<file path="config.mk">
export PLATFORM = sky130hd
export DESIGN_NAME = bus_arbiter_n_flat
export DESIGN_NICKNAME = d
export VERILOG_FILES = /design/src/rtl/bus_arbiter_n_if.sv /design/src/rtl/bus_arbiter_n.sv /design/src/flat_wrapper.sv
export SDC_FILE = /design/constraint.sdc
export NUM_CORES = 1
export LEC_CHECK = 0
export ABC_AREA = 1
export CAP_MARGIN = 40
export CORE_MARGIN = 5
export CORE_UTILIZATION = 40
export CTS_BUF_LIST = sky130_fd_sc_hd__clkbuf_8
export CTS_CLUSTER_SIZE = 40
export DETAILED_ROUTE_END_ITERATION = 12
export PLACE_DENSITY = 0.68
export RECOVER_POWER = 100
export SETUP_SLACK_MARGIN = 0.2
export SLEW_MARGIN = 40
export SYNTH_ARGS = -nofsm -noshare
export SYNTH_HDL_FRONTEND = slang
export SYNTH_SLANG_ARGS = --single-unit
</file>
<file path="constraint.sdc">
create_clock -name clk -period 1.9 [get_ports clk]
set_input_delay 0.57 -clock clk [delete_from_list [all_inputs] [get_ports clk]]
set_output_delay 0.57 -clock clk [all_outputs]
set_load 0.03 [all_outputs]
</file>
<file path="src/rtl/bus_arbiter_n_if.sv">
// -----------------------------------------------------------------------------
// bus_arbiter_n_if
//
// Bundles the request, slave-ready, split and grant signals of the ADS system
// bus arbiter. Clock and reset are not part of the bundle.
//
// Signals (NUM_MASTERS = N, MW = max(1, clog2(N))):
//   breq          [N]   bus request, bit i = master i
//   sready_nsplit [1]   AND of all non-split slaves' ready
//   sreadysp      [1]   split-capable slave ready
//   ssplit        [1]   split-capable slave holds a split pending
//   bgrant        [N]   one-hot grant, zero when idle
//   msel          [MW]  index of the granted master, zero when idle
//   msplit        [N]   bit i high while master i owns the pending split
//   split_grant   [1]   one-cycle pulse when a split is handed back
//
// Modports:
//   master : the arbiter itself (drives grants, samples requests)
//   slave  : the requester/slave side (drives requests, samples grants)
// -----------------------------------------------------------------------------
interface bus_arbiter_n_if #(
    parameter int NUM_MASTERS = 4
);
    localparam int MW = (NUM_MASTERS > 1) ? $clog2(NUM_MASTERS) : 1;

    logic [NUM_MASTERS-1:0] breq;
    logic                   sready_nsplit;
    logic                   sreadysp;
    logic                   ssplit;
    logic [NUM_MASTERS-1:0] bgrant;
    logic [MW-1:0]          msel;
    logic [NUM_MASTERS-1:0] msplit;
    logic                   split_grant;

    modport master (
        input  breq,
        input  sready_nsplit,
        input  sreadysp,
        input  ssplit,
        output bgrant,
        output msel,
        output msplit,
        output split_grant
    );

    modport slave (
        output breq,
        output sready_nsplit,
        output sreadysp,
        output ssplit,
        input  bgrant,
        input  msel,
        input  msplit,
        input  split_grant
    );
endinterface

</file>
<file path="src/rtl/bus_arbiter_n.sv">
// -----------------------------------------------------------------------------
// bus_arbiter_n
//
// N-master arbiter for the ADS system bus. Grants the shared bus to one
// requester at a time using fixed priority (index 0 highest) or round-robin,
// optionally preempting an owner that has held the bus for MAX_HOLD cycles
// while another master waits. One split transaction on the split-capable slave
// may be outstanding; while it is pending other masters may use the bus, and
// when the slave drops ssplit the bus is handed back to the split owner.
//
// Parameters:
//   NUM_MASTERS  number of masters, 2..8
//   RR_MODE      0 = fixed priority, 1 = round-robin
//   MAX_HOLD     max consecutive grant cycles with a competitor waiting,
//                0 = unlimited
//
// Ports:
//   clk   in   bus clock, rising edge
//   rst   in   synchronous active-high reset
//   bus   if   bus_arbiter_n_if.master (requests, slave status, grants)
// -----------------------------------------------------------------------------
module bus_arbiter_n #(
    parameter int NUM_MASTERS = 4,
    parameter int RR_MODE     = 1,
    parameter int MAX_HOLD    = 16
) (
    input  logic             clk,
    input  logic             rst,
    bus_arbiter_n_if.master  bus
);

    localparam int MW = (NUM_MASTERS > 1) ? $clog2(NUM_MASTERS) : 1;
    localparam int HW = (MAX_HOLD > 1) ? $clog2(MAX_HOLD) : 1;

    // Value at which the hold counter saturates; the grant may be taken away
    // when the counter sits here and a competitor is waiting.
    localparam logic [HW-1:0] HOLD_LAST = HW'((MAX_HOLD > 0) ? (MAX_HOLD - 1) : 0);

    localparam logic [0:0] ST_IDLE  = 1'b0;
    localparam logic [0:0] ST_GRANT = 1'b1;

    // -------------------------------------------------------------------------
    // Helper functions
    // -------------------------------------------------------------------------

    // One-hot vector with bit idx set.
    function automatic logic [NUM_MASTERS-1:0] onehot(input logic [MW-1:0] idx);
        logic [NUM_MASTERS-1:0] vec;
        vec      = '0;
        vec[idx] = 1'b1;
        return vec;
    endfunction

    // Pointer following index w, wrapping at NUM_MASTERS (handles N that is
    // not a power of two).
    function automatic logic [MW-1:0] next_ptr(input logic [MW-1:0] w);
        logic [MW-1:0] nxt;
        if (w == MW'(NUM_MASTERS - 1)) begin
            nxt = '0;
        end else begin
            nxt = w + MW'(1);
        end
        return nxt;
    endfunction

    // Arbitration winner over req. Fixed priority picks the lowest set index;
    // round-robin scans from ptr upward, wrapping, and picks the first set one.
    // Returns 0 when req is empty (callers qualify with req != 0).
    function automatic logic [MW-1:0] arb_winner(
        input logic [NUM_MASTERS-1:0] req,
        input logic [MW-1:0]          ptr
    );
        logic [MW-1:0] win;
        logic          found;
        logic [MW:0]   idx;
        win   = '0;
        found = 1'b0;
        for (int k = 0; k < NUM_MASTERS; k++) begin
            if (RR_MODE != 0) begin
                idx = {1'b0, ptr} + (MW+1)'(k);
                if (idx >= (MW+1)'(NUM_MASTERS)) begin
                    idx = idx - (MW+1)'(NUM_MASTERS);
                end else begin
                    idx = idx;
                end
            end else begin
                idx = (MW+1)'(k);
            end
            if (!found && req[idx[MW-1:0]]) begin
                win   = idx[MW-1:0];
                found = 1'b1;
            end else begin
                found = found;
            end
        end
        return win;
    endfunction

    // -------------------------------------------------------------------------
    // State
    // -------------------------------------------------------------------------
    logic [0:0]             state_q,       state_d;
    logic [MW-1:0]          owner_q,       owner_d;
    logic                   split_valid_q, split_valid_d;
    logic [MW-1:0]          split_owner_q, split_owner_d;
    logic [MW-1:0]          rr_ptr_q,      rr_ptr_d;
    logic [HW-1:0]          hold_cnt_q,    hold_cnt_d;
    logic [NUM_MASTERS-1:0] msplit_q,      msplit_d;
    logic                   split_grant_q, split_grant_d;

    logic [NUM_MASTERS-1:0] owner_mask_s;
    logic [NUM_MASTERS-1:0] split_mask_s;
    logic [NUM_MASTERS-1:0] arb_req_s;
    logic                   arb_ok_s;
    logic [MW-1:0]          win_s;
    logic [NUM_MASTERS-1:0] others_s;
    logic                   hold_expire_s;
    logic                   leave_s;

    // Decode owner / split owner into masks.
    always_comb begin
        owner_mask_s = onehot(owner_q);
        split_mask_s = onehot(split_owner_q);
    end

    // Requests eligible for arbitration out of IDLE and whether a new
    // arbitrated grant may start. While a split is pending only the
    // non-split slaves need to be ready, and the split owner is excluded
    // because it is waiting on the split slave, not on the bus.
    always_comb begin
        if (bus.ssplit) begin
            if (split_valid_q) begin
                arb_req_s = bus.breq & ~split_mask_s;
            end else begin
                arb_req_s = '0;
            end
            arb_ok_s = split_valid_q && (arb_req_s != '0) && bus.sready_nsplit;
        end else begin
            arb_req_s = bus.breq;
            arb_ok_s  = !split_valid_q && (bus.breq != '0)
                        && bus.sready_nsplit && bus.sreadysp;
        end
        win_s = arb_winner(arb_req_s, rr_ptr_q);
    end

    // Conditions that end the current grant. A split owner masked out of
    // arbitration is not a competitor for the hold limit.
    always_comb begin
        if (split_valid_q && bus.ssplit) begin
            others_s = bus.breq & ~owner_mask_s & ~split_mask_s;
        end else begin
            others_s = bus.breq & ~owner_mask_s;
        end
        hold_expire_s = (MAX_HOLD != 0) && (hold_cnt_q == HOLD_LAST) && (others_s != '0);
        leave_s       = !bus.breq[owner_q] || (!split_valid_q && bus.ssplit) || hold_expire_s;
    end

    // Next-state logic: IDLE/GRANT sequencing, split capture and release.
    always_comb begin
        state_d       = state_q;
        owner_d       = owner_q;
        split_valid_d = split_valid_q;
        split_owner_d = split_owner_q;
        rr_ptr_d      = rr_ptr_q;
        hold_cnt_d    = hold_cnt_q;
        msplit_d      = msplit_q;
        split_grant_d = 1'b0;

        case (state_q)
            ST_IDLE: begin
                hold_cnt_d = '0;
                if (!bus.ssplit && split_valid_q) begin
                    // Split released: hand the bus back to its owner without
                    // disturbing the round-robin pointer.
                    state_d = ST_GRANT;
                    owner_d = split_owner_q;
                end else if (arb_ok_s) begin
                    state_d  = ST_GRANT;
                    owner_d  = win_s;
                    rr_ptr_d = next_ptr(win_s);
                end else begin
                    state_d = ST_IDLE;
                end
            end

            ST_GRANT: begin
                if (hold_cnt_q == HOLD_LAST) begin
                    hold_cnt_d = hold_cnt_q;
                end else begin
                    hold_cnt_d = hold_cnt_q + HW'(1);
                end

                if (!split_valid_q && bus.ssplit) begin
                    // Capture a new split for the current owner.
                    msplit_d      = msplit_q | owner_mask_s;
                    split_owner_d = owner_q;
                    split_valid_d = 1'b1;
                end else if (split_valid_q && (owner_q == split_owner_q) && !bus.ssplit) begin
                    // Owner is back on the bus with the split completed.
                    msplit_d      = msplit_q & ~owner_mask_s;
                    split_valid_d = 1'b0;
                    split_grant_d = 1'b1;
                end else begin
                    msplit_d = msplit_q;
                end

                if (leave_s) begin
                    state_d = ST_IDLE;
                end else begin
                    state_d = ST_GRANT;
                end
            end

            default: begin
                state_d = ST_IDLE;
            end
        endcase
    end

    // State registers with synchronous reset.
    always_ff @(posedge clk) begin
        if (rst) begin
            state_q       <= ST_IDLE;
            owner_q       <= '0;
            split_valid_q <= 1'b0;
            split_owner_q <= '0;
            rr_ptr_q      <= '0;
            hold_cnt_q    <= '0;
            msplit_q      <= '0;
            split_grant_q <= 1'b0;
        end else begin
            state_q       <= state_d;
            owner_q       <= owner_d;
            split_valid_q <= split_valid_d;
            split_owner_q <= split_owner_d;
            rr_ptr_q      <= rr_ptr_d;
            hold_cnt_q    <= hold_cnt_d;
            msplit_q      <= msplit_d;
            split_grant_q <= split_grant_d;
        end
    end

    // Outputs decode directly from registered state.
    always_comb begin
        if (state_q == ST_GRANT) begin
            bus.bgrant = owner_mask_s;
            bus.msel   = owner_q;
        end else begin
            bus.bgrant = '0;
            bus.msel   = '0;
        end
        bus.msplit      = msplit_q;
        bus.split_grant = split_grant_q;
    end

endmodule

</file>
<file path="src/flat_wrapper.sv">
// flat-port wrapper written by rule: the top's interface ports become plain ports
module bus_arbiter_n_flat 
#(
    parameter int NUM_MASTERS = 4,
    parameter int RR_MODE     = 1,
    parameter int MAX_HOLD    = 16
)
  (clk, rst, bus_breq, bus_sready_nsplit, bus_sreadysp, bus_ssplit, bus_bgrant, bus_msel, bus_msplit, bus_split_grant);
  bus_arbiter_n_if #(.NUM_MASTERS(NUM_MASTERS)) bus_i ();
  input  logic clk;
  input  logic rst;
  input wire logic [$bits(bus_i.breq)-1:0] bus_breq;
  input wire logic [$bits(bus_i.sready_nsplit)-1:0] bus_sready_nsplit;
  input wire logic [$bits(bus_i.sreadysp)-1:0] bus_sreadysp;
  input wire logic [$bits(bus_i.ssplit)-1:0] bus_ssplit;
  output wire logic [$bits(bus_i.bgrant)-1:0] bus_bgrant;
  output wire logic [$bits(bus_i.msel)-1:0] bus_msel;
  output wire logic [$bits(bus_i.msplit)-1:0] bus_msplit;
  output wire logic [$bits(bus_i.split_grant)-1:0] bus_split_grant;
  assign bus_i.breq = bus_breq;
  assign bus_i.sready_nsplit = bus_sready_nsplit;
  assign bus_i.sreadysp = bus_sreadysp;
  assign bus_i.ssplit = bus_ssplit;
  assign bus_bgrant = bus_i.bgrant;
  assign bus_msel = bus_i.msel;
  assign bus_msplit = bus_i.msplit;
  assign bus_split_grant = bus_i.split_grant;
  bus_arbiter_n #(.NUM_MASTERS(NUM_MASTERS), .RR_MODE(RR_MODE), .MAX_HOLD(MAX_HOLD)) u_core (.clk(clk), .rst(rst), .bus(bus_i));
endmodule
</file>
==> results.sh <==
export IMPL_hpwlAfterDp_mm=2.524
export IMPL_setup_violations=0
export IMPL_vias=1443
export IMPL_die_h_um=64.34
export IMPL_start_util=0.4211
export IMPL_clkLatencyLatePin_ps=260
export IMPL_grt_usage=0.1713
export IMPL_cts_hold_buffers=0
export IMPL_wl_per_cell_um=12.87
export IMPL_cts_buffers=3
export IMPL_status="finished, final reports clean"
export IMPL_startpoint_type="register"
export IMPL_drive_gt1_frac=0.3347
export IMPL_syn_avg_cell_area_um2=5.965
export IMPL_clock_skew_ps=1.422
export IMPL_grt_pass1_vias=1345
export IMPL_gp_congestion=0.8866
export IMPL_placement_io_buffers=19
export IMPL_fin_setup_tns_ps=0
export IMPL_num_io_pins=20
export IMPL_power_density_mw_per_mm2=599.7
export IMPL_rows=19
export IMPL_relSlewSlack=0.7583
export IMPL_rsz0062_at_grt="true"
export IMPL_synth_edf_count=0
export IMPL_cts_htree_levels=1
export IMPL_ys_seq_area_frac=0.2881
export IMPL_fin_crit_sh=0.8895
export IMPL_grt_remaining_overflow=0
export IMPL_synthFlopType="dfxtp_1"
export IMPL_ir_drop_mv=0.3890
export IMPL_drc=0
export IMPL_crit_arrival_ps=1120
export IMPL_cts_buffer_depth=2
export IMPL_grt_pass1_wl_mm=5.727
export IMPL_syn_area_mm2=0.001181
export IMPL_cts_tree="yes"
export IMPL_grt_max_degree=11
export IMPL_synth_cell_types=25
export IMPL_root_buffer="clkbuf_8"
export IMPL_n_antenna_cell=0
export IMPL_nets=256
export IMPL_vias_per_cell=5.228
export IMPL_power_mw=1.033
export IMPL_synth_fp_nets=208
export IMPL_report_final_slew_viol_count=0
export IMPL_synth_seq_cells=17
export IMPL_grt_antenna_before_repair=0
export IMPL_crit_type="register to primary output"
export IMPL_ys_warn_count=0
export IMPL_crit_required_ps=1330
export IMPL_drtIter0Drc=117
export IMPL_hold_viol=0
export IMPL_syn2layout_area_growth_pct=45.76
export IMPL_synth_cells=198
export IMPL_leakage_nw=0.8658
export IMPL_fin_crit_ps=1690
export IMPL_clk_pin_slew_worst_paths_ps=70
export IMPL_final_util=0.6137
export IMPL_dr_pass1_iters=4
export IMPL_hold_worst_slack_ps=475.9
export IMPL_die_area_mm2=0.004140
export IMPL_end_kind="primary output"
export IMPL_worst_hold_path_type="register to register"
export IMPL_coreArea_mm2=0.002805
export IMPL_die_w_um=64.34
export IMPL_max_freq_mhz=591.7
export IMPL_fillCellCount=256
export IMPL_async_flop_share=0
export IMPL_worstMarginPinSlew_ps=364.1
export IMPL_routed_wl_mm=3.553
export IMPL_max_cap_violations=0
export IMPL_clkSinkCount=17
export IMPL_crit_fanout=4
export IMPL_ant_nets=0
[worst paths after layout]
check	startpoint	endpoint	slack, ps	cells past startpoint
min	register	register	480	2
max reg2reg	u_core.split_valid_q	u_core.rr_ptr_q[1]	240	15
max	u_core.state_q	bus_msel[1]	210	3
min reg2reg	register	register	480	2
[synth_stat cells, drive strengths merged (2+ instances only)]
library cell | number | area [µm²]
a21oi | 17 | 85.08
a31oi | 2 | 12.51
buf | 2 | 18.77
clkbuf | 2 | 7.510
dfxtp | 17 | 340.3
inv | 33 | 123.9
nand2 | 52 | 202.7
nand3 | 22 | 115.1
nand4 | 4 | 25.02
nor2 | 19 | 71.32
o21ai | 16 | 80.08
o31ai | 3 | 22.52
[timing repair]
action                     CTS  global route
setup buffers                2             5
resized for setup           33            45
setup endpoints to repair   21            12
pin swaps                    2            13
[worst max-delay path, stage by stage (launching register included)]
cell and delay (ps):
dfxtp_1 400, nand2_1 110, inv_1 70, clkdlybuf4s15_2 290
[stage by stage]
| step | area [µm²] | setup slack, ps | instances |
|---|---|---|---|
| final | 1722 | 210.0 | 276 |
| after floorplan | 1181 | 237.4 | 198 |
| after global placement | 1530 | -362.6 | 265 |
| after global routing | 1722 | 57.42 | 276 |
| after detailed placement | 1530 | -386.7 | 265 |
| after CTS | 1629 | 145.8 | 271 |
[cell type report]
class,instances,area [µm²],share of cell area
Clock buffer,3,41.29,0.02398
Multi-Input combinational cell,143,773.2,0.4491
Tap cell,31,38.79,0.02253
Clock inverter,1,5.005,0.002907
Timing Repair Buffer,48,379.1,0.2202
Inverter,33,132.6,0.07703
Sequential cell,17,351.6,0.2042
[kinds of logic after synthesis]
| group | synth area share |
|---|---|
| AND/OR/NAND/NOR | 0.3549 |
| AO/OA/AOI/OAI | 0.1970 |
| buffers and inverters | 0.1345 |
| flip-flops | 0.2881 |
| XOR/XNOR | 0.01483 |
| adder cells (fa/ha/maj) | 0.01059 |
[where the power goes]
group	internal (mW)	total, mW	switching, mW	leakage, nW
clock	0.146	0.283	0.137	0.0255
sequential	0.370	0.390	0.0199	0.141
combinational	0.152	0.360	0.208	0.700
[placed cells by master (no fill, tap or decap), drive strengths merged, types with 5 or more instances in the layout]
cell	instances
nand3	22
nor2	19
inv	32
buf	33
clkbuf	9
nand2	52
dlygate4sd2	5
dfxtp	17
o21ai	16
a21oi	17
[routing by layer]
metal / wire length (µm) / global-route usage / vias up
met2: 1769 / 0.2990 / 44
met1: 1525 / 0.2097 / 648
li1: - / - / 742
met4: 70 / 0.06860 / 0
met3: 186 / 0.02627 / 9
met5: 0 / 0 / -
Note: power is estimated with default switching activity, not from simulation.
